## src/rtl/rf_wb_arbiter.sv

```systemverilog
// Write-back arbiter: two per-requester FIFOs share the register file's single
// write port round-robin, with read-after-write hazard flags for decode.
module rf_wb_arbiter #(
    parameter int DEPTH = 2
) (
    input  logic        clk,
    input  logic        reset,
    input  logic        a_valid,
    output logic        a_ready,
    input  logic [3:0]  a_addr,
    input  logic [31:0] a_data,
    input  logic        m_valid,
    output logic        m_ready,
    input  logic [3:0]  m_addr,
    input  logic [31:0] m_data,
    output logic        we,
    output logic [3:0]  wa,
    output logic [31:0] wd,
    input  logic [3:0]  in1,
    input  logic [3:0]  in2,
    output logic        hz1,
    output logic        hz2,
    output logic        idle
);

    localparam int AW = (DEPTH > 1) ? $clog2(DEPTH) : 1;
    localparam int CW = AW + 1;

    // Index 0 is the ALU requester, index 1 the load requester.
    logic [3:0]       q_addr  [2][DEPTH];
    logic [31:0]      q_data  [2][DEPTH];
    logic [DEPTH-1:0] q_vld   [2];
    logic [DEPTH-1:0] vld_nxt [2];
    logic [AW-1:0]    wr_ptr  [2];
    logic [AW-1:0]    rd_ptr  [2];
    logic [CW-1:0]    cnt     [2];
    logic [3:0]       in_addr [2];
    logic [31:0]      in_data [2];
    logic [1:0]       push, pop, nonempty, ready;
    logic             gnt_valid, gnt, last_grant;

    assign in_addr[0] = a_addr;
    assign in_addr[1] = m_addr;
    assign in_data[0] = a_data;
    assign in_data[1] = m_data;

    // Handshake: a write is taken on a posedge where valid && ready; ready depends
    // only on the registered count (no full-FIFO bypass) and is low during reset.
    always_comb begin
        for (int r = 0; r < 2; r++) begin
            nonempty[r] = (cnt[r] != '0);
            ready[r]    = !reset && (cnt[r] < CW'(DEPTH));
        end
    end

    assign push    = {m_valid, a_valid} & ready;
    assign a_ready = ready[0];
    assign m_ready = ready[1];

    // On a tie, the requester that did not win last time goes first.
    always_comb begin
        gnt_valid = |nonempty;
        gnt       = 1'b0;
        pop       = '0;
        if (&nonempty)
            gnt = ~last_grant;
        else if (nonempty[1])
            gnt = 1'b1;
        if (gnt_valid)
            pop[gnt] = 1'b1;
    end

    always_comb begin
        for (int r = 0; r < 2; r++) begin
            vld_nxt[r] = q_vld[r];
            if (pop[r])
                vld_nxt[r][rd_ptr[r]] = 1'b0;
            if (push[r])
                vld_nxt[r][wr_ptr[r]] = 1'b1;
        end
    end

    always_ff @(posedge clk or posedge reset) begin
        if (reset) begin
            for (int r = 0; r < 2; r++) begin
                wr_ptr[r] <= '0;
                rd_ptr[r] <= '0;
                cnt[r]    <= '0;
                q_vld[r]  <= '0;
            end
            last_grant <= 1'b1;
            we         <= 1'b0;
            wa         <= '0;
            wd         <= '0;
        end else begin
            for (int r = 0; r < 2; r++) begin
                if (push[r])
                    wr_ptr[r] <= wr_ptr[r] + 1'b1;
                if (pop[r])
                    rd_ptr[r] <= rd_ptr[r] + 1'b1;
                cnt[r]   <= cnt[r] + CW'(push[r]) - CW'(pop[r]);
                q_vld[r] <= vld_nxt[r];
            end
            if (gnt_valid) begin
                last_grant <= gnt;
                we         <= 1'b1;
                wa         <= q_addr[gnt][rd_ptr[gnt]];
                wd         <= q_data[gnt][rd_ptr[gnt]];
            end else begin
                we <= 1'b0;
            end
        end
    end

    // Payload storage needs no reset; occupancy is tracked by q_vld.
    always_ff @(posedge clk) begin
        for (int r = 0; r < 2; r++) begin
            if (push[r]) begin
                q_addr[r][wr_ptr[r]] <= in_addr[r];
                q_data[r][wr_ptr[r]] <= in_data[r];
            end
        end
    end

    // Hazards look only at registered state: queued entries and the write in flight.
    always_comb begin
        hz1 = we && (wa == in1);
        hz2 = we && (wa == in2);
        for (int r = 0; r < 2; r++) begin
            for (int i = 0; i < DEPTH; i++) begin
                if (q_vld[r][i] && (q_addr[r][i] == in1))
                    hz1 = 1'b1;
                if (q_vld[r][i] && (q_addr[r][i] == in2))
                    hz2 = 1'b1;
            end
        end
    end

    assign idle = (cnt[0] == '0) && (cnt[1] == '0) && !we;

endmodule
```

## config.mk

```make
export PLATFORM = sky130hd
export DESIGN_NAME = rf_wb_arbiter
export DESIGN_NICKNAME = d
export VERILOG_FILES = /design/src/rtl/rf_wb_arbiter.sv
export SDC_FILE = /design/constraint.sdc
export NUM_CORES = 1
export LEC_CHECK = 0
export CAP_MARGIN = 5
export CORE_MARGIN = 8
export CORE_UTILIZATION = 50
export CTS_CLUSTER_SIZE = 25
export DETAILED_ROUTE_END_ITERATION = 10
export PLACE_DENSITY = 0.71
export RECOVER_POWER = 50
export SYNTH_ARGS = -nofsm -noshare
export SYNTH_HDL_FRONTEND = slang
export SYNTH_SLANG_ARGS = --single-unit
```

## constraint.sdc

```tcl
create_clock -name clk -period 3.1 [get_ports clk]
set_clock_uncertainty 0.1 [all_clocks]
set_input_delay 0.465 -clock clk [delete_from_list [all_inputs] [get_ports clk]]
set_output_delay 0.465 -clock clk [all_outputs]
set_load 0.01 [all_outputs]
```

### Word-level counts from Yosys, hierarchy flattened

Memory sizes are Yosys's and may differ from the RTL's.
Cells that the tools add are included.

* bitwise gates (word level): 12
* reduce and logical (&&, ||, !) cells: 29
* equal/unequal tests: 10
* $lt $le $gt $ge: 18
* add/subtract/negate cells: 8
* muxes and demuxes: 49

Operators with widths (count)
* 2-to-1 mux 32 bit: 5
* 2-to-1 mux 64 bit: 2
* demux 32 bit (select 1 bit): 2
* equality test 4 bit: 10
* logical AND 1 bit: 21
* 2-to-1 mux 1 bit: 21
* 2-to-1 mux 4 bit: 5
* 2-to-1 mux 8 bit: 2
* < comparator 1 x 2 -> 1 bit, second input constant: 5
* 2-to-1 mux 2 bit: 5
* demux 4 bit (select 1 bit): 2
* greater-or-equal comparator 2 bit, second input constant: 4
* inverter 1 -> 2 bit: 4
* AND 2 bit: 3
* demux 1 bit (select 1 bit): 5
* greater-or-equal comparator 1 bit, second input constant: 5
* adder 1 bit, second input constant: 4
* adder 2 x 1 -> 2 bit: 2
* zero test 2 bit: 2
* < comparator 2 x 1 -> 1 bit, second input constant: 2
* < comparator 2 bit, second input constant: 2
* inverter 2 bit: 2
* bitwise OR 2 bit: 2
* nonzero test 2 bit: 2
* 5 further kinds: 7

* memories kept: 2
* register bits: 50
* RAM bits: 144
* input port bits: 84

Memories
* q_data: depth 2, width 64, read ports 1, clocked after Yosys merged registers in 0, wr ports 2, RTL line 31 `logic [31:0] q_data [2][DEPTH];`
* q_addr: depth 2, width 8, read ports 3, clocked after Yosys merged registers in 0, wr ports 2, RTL line 30 `logic [3:0] q_addr [2][DEPTH];`

### Longest topological paths before layout

* depth in word-level cells: 11
* depth in mapped cells: 7
* depth with buffers taken out: 6

### Worst setup path after synthesis

No wires, ideal clock.

* path type: input-to-reg
* start point: input port reset
* end point: memory q_addr[1][4] (netlist name), enable pin
* setup time: 0.429 ns
* data required time: 2.571 ns
* stages: 3
* arrival time: 2.416 ns
* slack: 0.155 ns
* path through: nor2_1 nand2_1 nor2_1

RTL lines
* start: declaration: RTL line 7 `input logic reset,`
* end: declaration: RTL line 30

### Worst setup path after layout

* start point: input port in1[1]
* end point: output port hz1

* word-level cells in the longest chain between the ends: 6
* elaborated cells on any way between the ends: 14
* those cells by class: eq/ne (5); mux (4); reduce/logical (5)

Ends and longest elaborated chain
* start: declaration: RTL line 19 `input logic [3:0] in1,`
* equality test 4 bit, on equally long branches: RTL line 127, 131
* logical AND 1 bit, on equally long branches: RTL line 127, 131
* 2-to-1 mux 1 bit (3 in series): RTL line 131 `if (q_vld[r][i] && (q_addr[r][i] == in1))`
* 2-to-1 mux 1 bit *: RTL line 131
* end: declaration: RTL line 21 `output logic hz1,`

Every way passes the cells marked *; elsewhere a longest branch is shown, timed or not.

==> impl_metrics.ini <==
[pwr]
power_frac_comb_pct = 31.5
swShare_pct = 31.07
p_leak_uw = 0.003612
ir_drop_mv = 0.4832
clkPwrFrac_pct = 26.3
internal_power_uw = 6225
powerDensity_nw_per_um2 = 899.1
sequentialPowerShare_pct = 42.2
p_sw_uw = 2806

[worst_setup_path]
required_ps = 2530
reg2reg_depth = 6
r2r_setup_slack_ps = 810
cp-end-kind = primary output
cp.arrival_ps = 2460
crit_type = input pin to primary output
startpoint = in1[1]
reg2reg_from = cnt[3]$_DFF_PP0_
crit_end = hz1
path_max_fanout = 5
rr_endpoint = wa[3]$_DFFE_PP0N_
cp-start-kind = input pin

[die]
start_util_pct = 50.48
rows = 46
die-area_um2 = 20080
die_y_um = 141.7
die_w_um = 141.7
io_pins = 126
fp.coreArea_um2 = 15660

[timing]
finalHoldViolCount = 0
setup_viol = 0
timing.setup.tns_ps = 0
max_freq_ghz = 0.3311
tightest_slew_ps = 1277
whs_ps = 378.5
fin_crit_ps = 3021
finalCritPeriodShare_pct = 97.44
final_max_slew_viol_count = 0
rsz0062_at_grt = false
max-slew-margin-rel_pct = 14.89

[worst_hold_path]
whs_path_depth = 2
hold_path.class = flip-flop to flip-flop

[flow_run]
maxCapViolCount = 0

[placement]
place_hpwl_um = 11670
gp_congestion = 0.9325
numPortBuffers = 125
place_area_um2 = 9422

[logic_synthesis]
synth_cells = 544
synth_top_family_by_area = multiplexers
synthesis.nets = 630
ys_seq_elements = 194
synth_cell_types = 30
yosysWarnings = 0
yosysSeqAreaShare_pct = 70.57
synth_compound_area_share_pct = 5.858
avgSynthCellArea_um2 = 14.53
synth_top_area_share_pct = 54.72
yosys.area_share.adder_pct = 0.3167
syn-cell-area_um2 = 7903
synthMuxAreaShare_pct = 9.816
yosysTopAreaCell = edfxtp_1
ys_top_cells_by_area = edfxtp_1, dfrtp_1, mux2_2
synth_simple_gate_area_share_pct = 5.605
synth_xor_area_share_pct = 5.320

[outcome]
status = completed

[cells_and_area]
nNetsFinal = 754
drive_gt1_share_pct = 12.48
area_growth_pct = 27.11
design_area_um2 = 10040

[routing]
met1Wirelength_um = 7224
drc_errors = 0
top_layer = met5
wl_met2_um = 8793
drtPass1Iterations = 4
vias = 4666
via_per_inst = 5.196
avgRoutedWirePerCell_um = 19.06
antenna_left = 0
wirelength_um = 17110
detail_route.iter0.violations = 270
dr_wl_met3_um = 806

[clock_tree]
cts_tree = built
insertion_delay_ps = 430
cts-buffers-inserted = 17
post_cts_resize_count = 0
htreeDepth = 4
cts_root_buf = clkbuf_16
path_clk_slew_ps = 60
cts_setup_buffers = 0
clock-sinks = 194
cts_hold_buf = 0
cts_buffer_depth = 2

[global_routing]
track_usage_pct = 17.80
grt_pass1_vias = 5060
antenna_found_initial = 1
grt_first_pass_wirelength_um = 27180
grt_max_degree = 74
overflow = 0
## Yosys cell counts
cell type	count
a21o_1	2
a21oi_1	1
a31oi_1	4
and3_1	2
buf_2	11
buf_4	3
buf_6	5
clkbuf_1	10
clkbuf_2	4
dfrtp_1	49
dfstp_2	1
edfxtp_1	144
ha_1	2
inv_1	2
mux2_2	36
mux2i_1	37
nand2_1	81
nand3_1	5
nor2_1	5
nor3_1	6
nor4_1	4
nor4_2	1
nor4b_2	1
o21a_4	1
o21ai_0	76
o21ai_1	1
o21ai_2	1
o31a_1	1
xnor2_1	16
xor2_1	32
## state kept, by name (all words and copies together), names as in the netlist
name / cells
cnt: 4
we: 1
q_addr: 16
wr_ptr: 2
q_vld: 4
wa: 4
q_data: 128
wd: 32
last_grant: 1
rd_ptr: 2
## worst min path at each step
stage | endpoint | startpoint | slack [ps]
after global placement | wd[29]$_DFFE_PP0N_ | wd[29]$_DFFE_PP0N_ | 360
after floorplan | q_vld[3]$_DFF_PP0_ | q_vld[3]$_DFF_PP0_ | 370
after global routing | wd[5]$_DFFE_PP0N_ | wd[5]$_DFFE_PP0N_ | 410
after detailed placement | wd[5]$_DFFE_PP0N_ | wd[5]$_DFFE_PP0N_ | 370
final | wd[1]$_DFFE_PP0N_ | wd[1]$_DFFE_PP0N_ | 380
after CTS | wd[6]$_DFFE_PP0N_ | reset | 300
## cell type report
type	instances	area [um2]
clock inverter	13	207.7
timing repair buffer	138	1401
clock buffer	19	442.9
sequential	194	5579
inverter	2	7.507
fill	1187	5610
antenna	1	2.502
tap	216	270.3
multi-input combinational	315	2133
## power groups by stage
stage	Combinational, uW	Sequential, uW	Clock [uW]
after floorplan	1830	3810	0
after global placement	2850	3870	0
after detailed placement	2930	3890	0
after CTS	2930	3830	2420
after global routing	3150	3870	2510
final	2840	3810	2370
## kinds of logic (layout without fill, tap and decap cells)
logic type / Yosys count / in the layout
flip-flops: 194 / 194
multiplexers: 73 / 73
adder cells (fa/ha/maj): 2 / 2
AO/OA/AOI/OAI: 87 / 87
buffers and inverters: 35 / 172
XOR/XNOR: 48 / 48
other: 0 / 1
AND/OR/NAND/NOR: 105 / 105
## per-stage QoR
step	std cells	utilization, %	power [uW]	setup slack (ps)
after floorplan	544	-	5633	154.6
after global placement	865	60.18	6714	344.0
after detailed placement	865	60.18	6812	139.1
after CTS	897	64.34	9194	134.3
after global routing	897	64.15	9541	40.31
final	898	64.16	9031	79.46
## metal layers
metal  up-vias  track usage, %
li1       2222               -
met1      2290           21.02
met3        25           4.234
met4         2           6.840
met5         -               0
met2       127           30.91
## worst max-delay path, cell delays in order
cell             delay (ps)
clkdlybuf4s50_1         570
xor2_1                  230
nor4_1                  440
a31oi_1                 100
nand3_1                 120
clkdlybuf4s50_1         540
## cell usage in the layout, fill, tap and decap left out, types with 2 or more instances in the layout
cell               n
edfxtp_1         144
nand2_1           81
o21ai_0           77
dlygate4sd3_1     73
clkdlybuf4s50_1   52
dfrtp_1           47
mux2i_1           37
mux2_2            36
xor2_1            32
clkbuf_16         17
xnor2_1           16
nor3_1             6
nor4_1             5
nand3_1            5
bufinv_16          5
buf_12             5
buf_4              5
a31oi_1            4
nor2_1             3
clkinvlp_4         3
clkbuf_1           3
inv_1              2
nor2_4             2
a21o_1             2
ha_1               2
clkinv_4           2
dfrtp_2            2
Power figures use the tool's default switching activity.
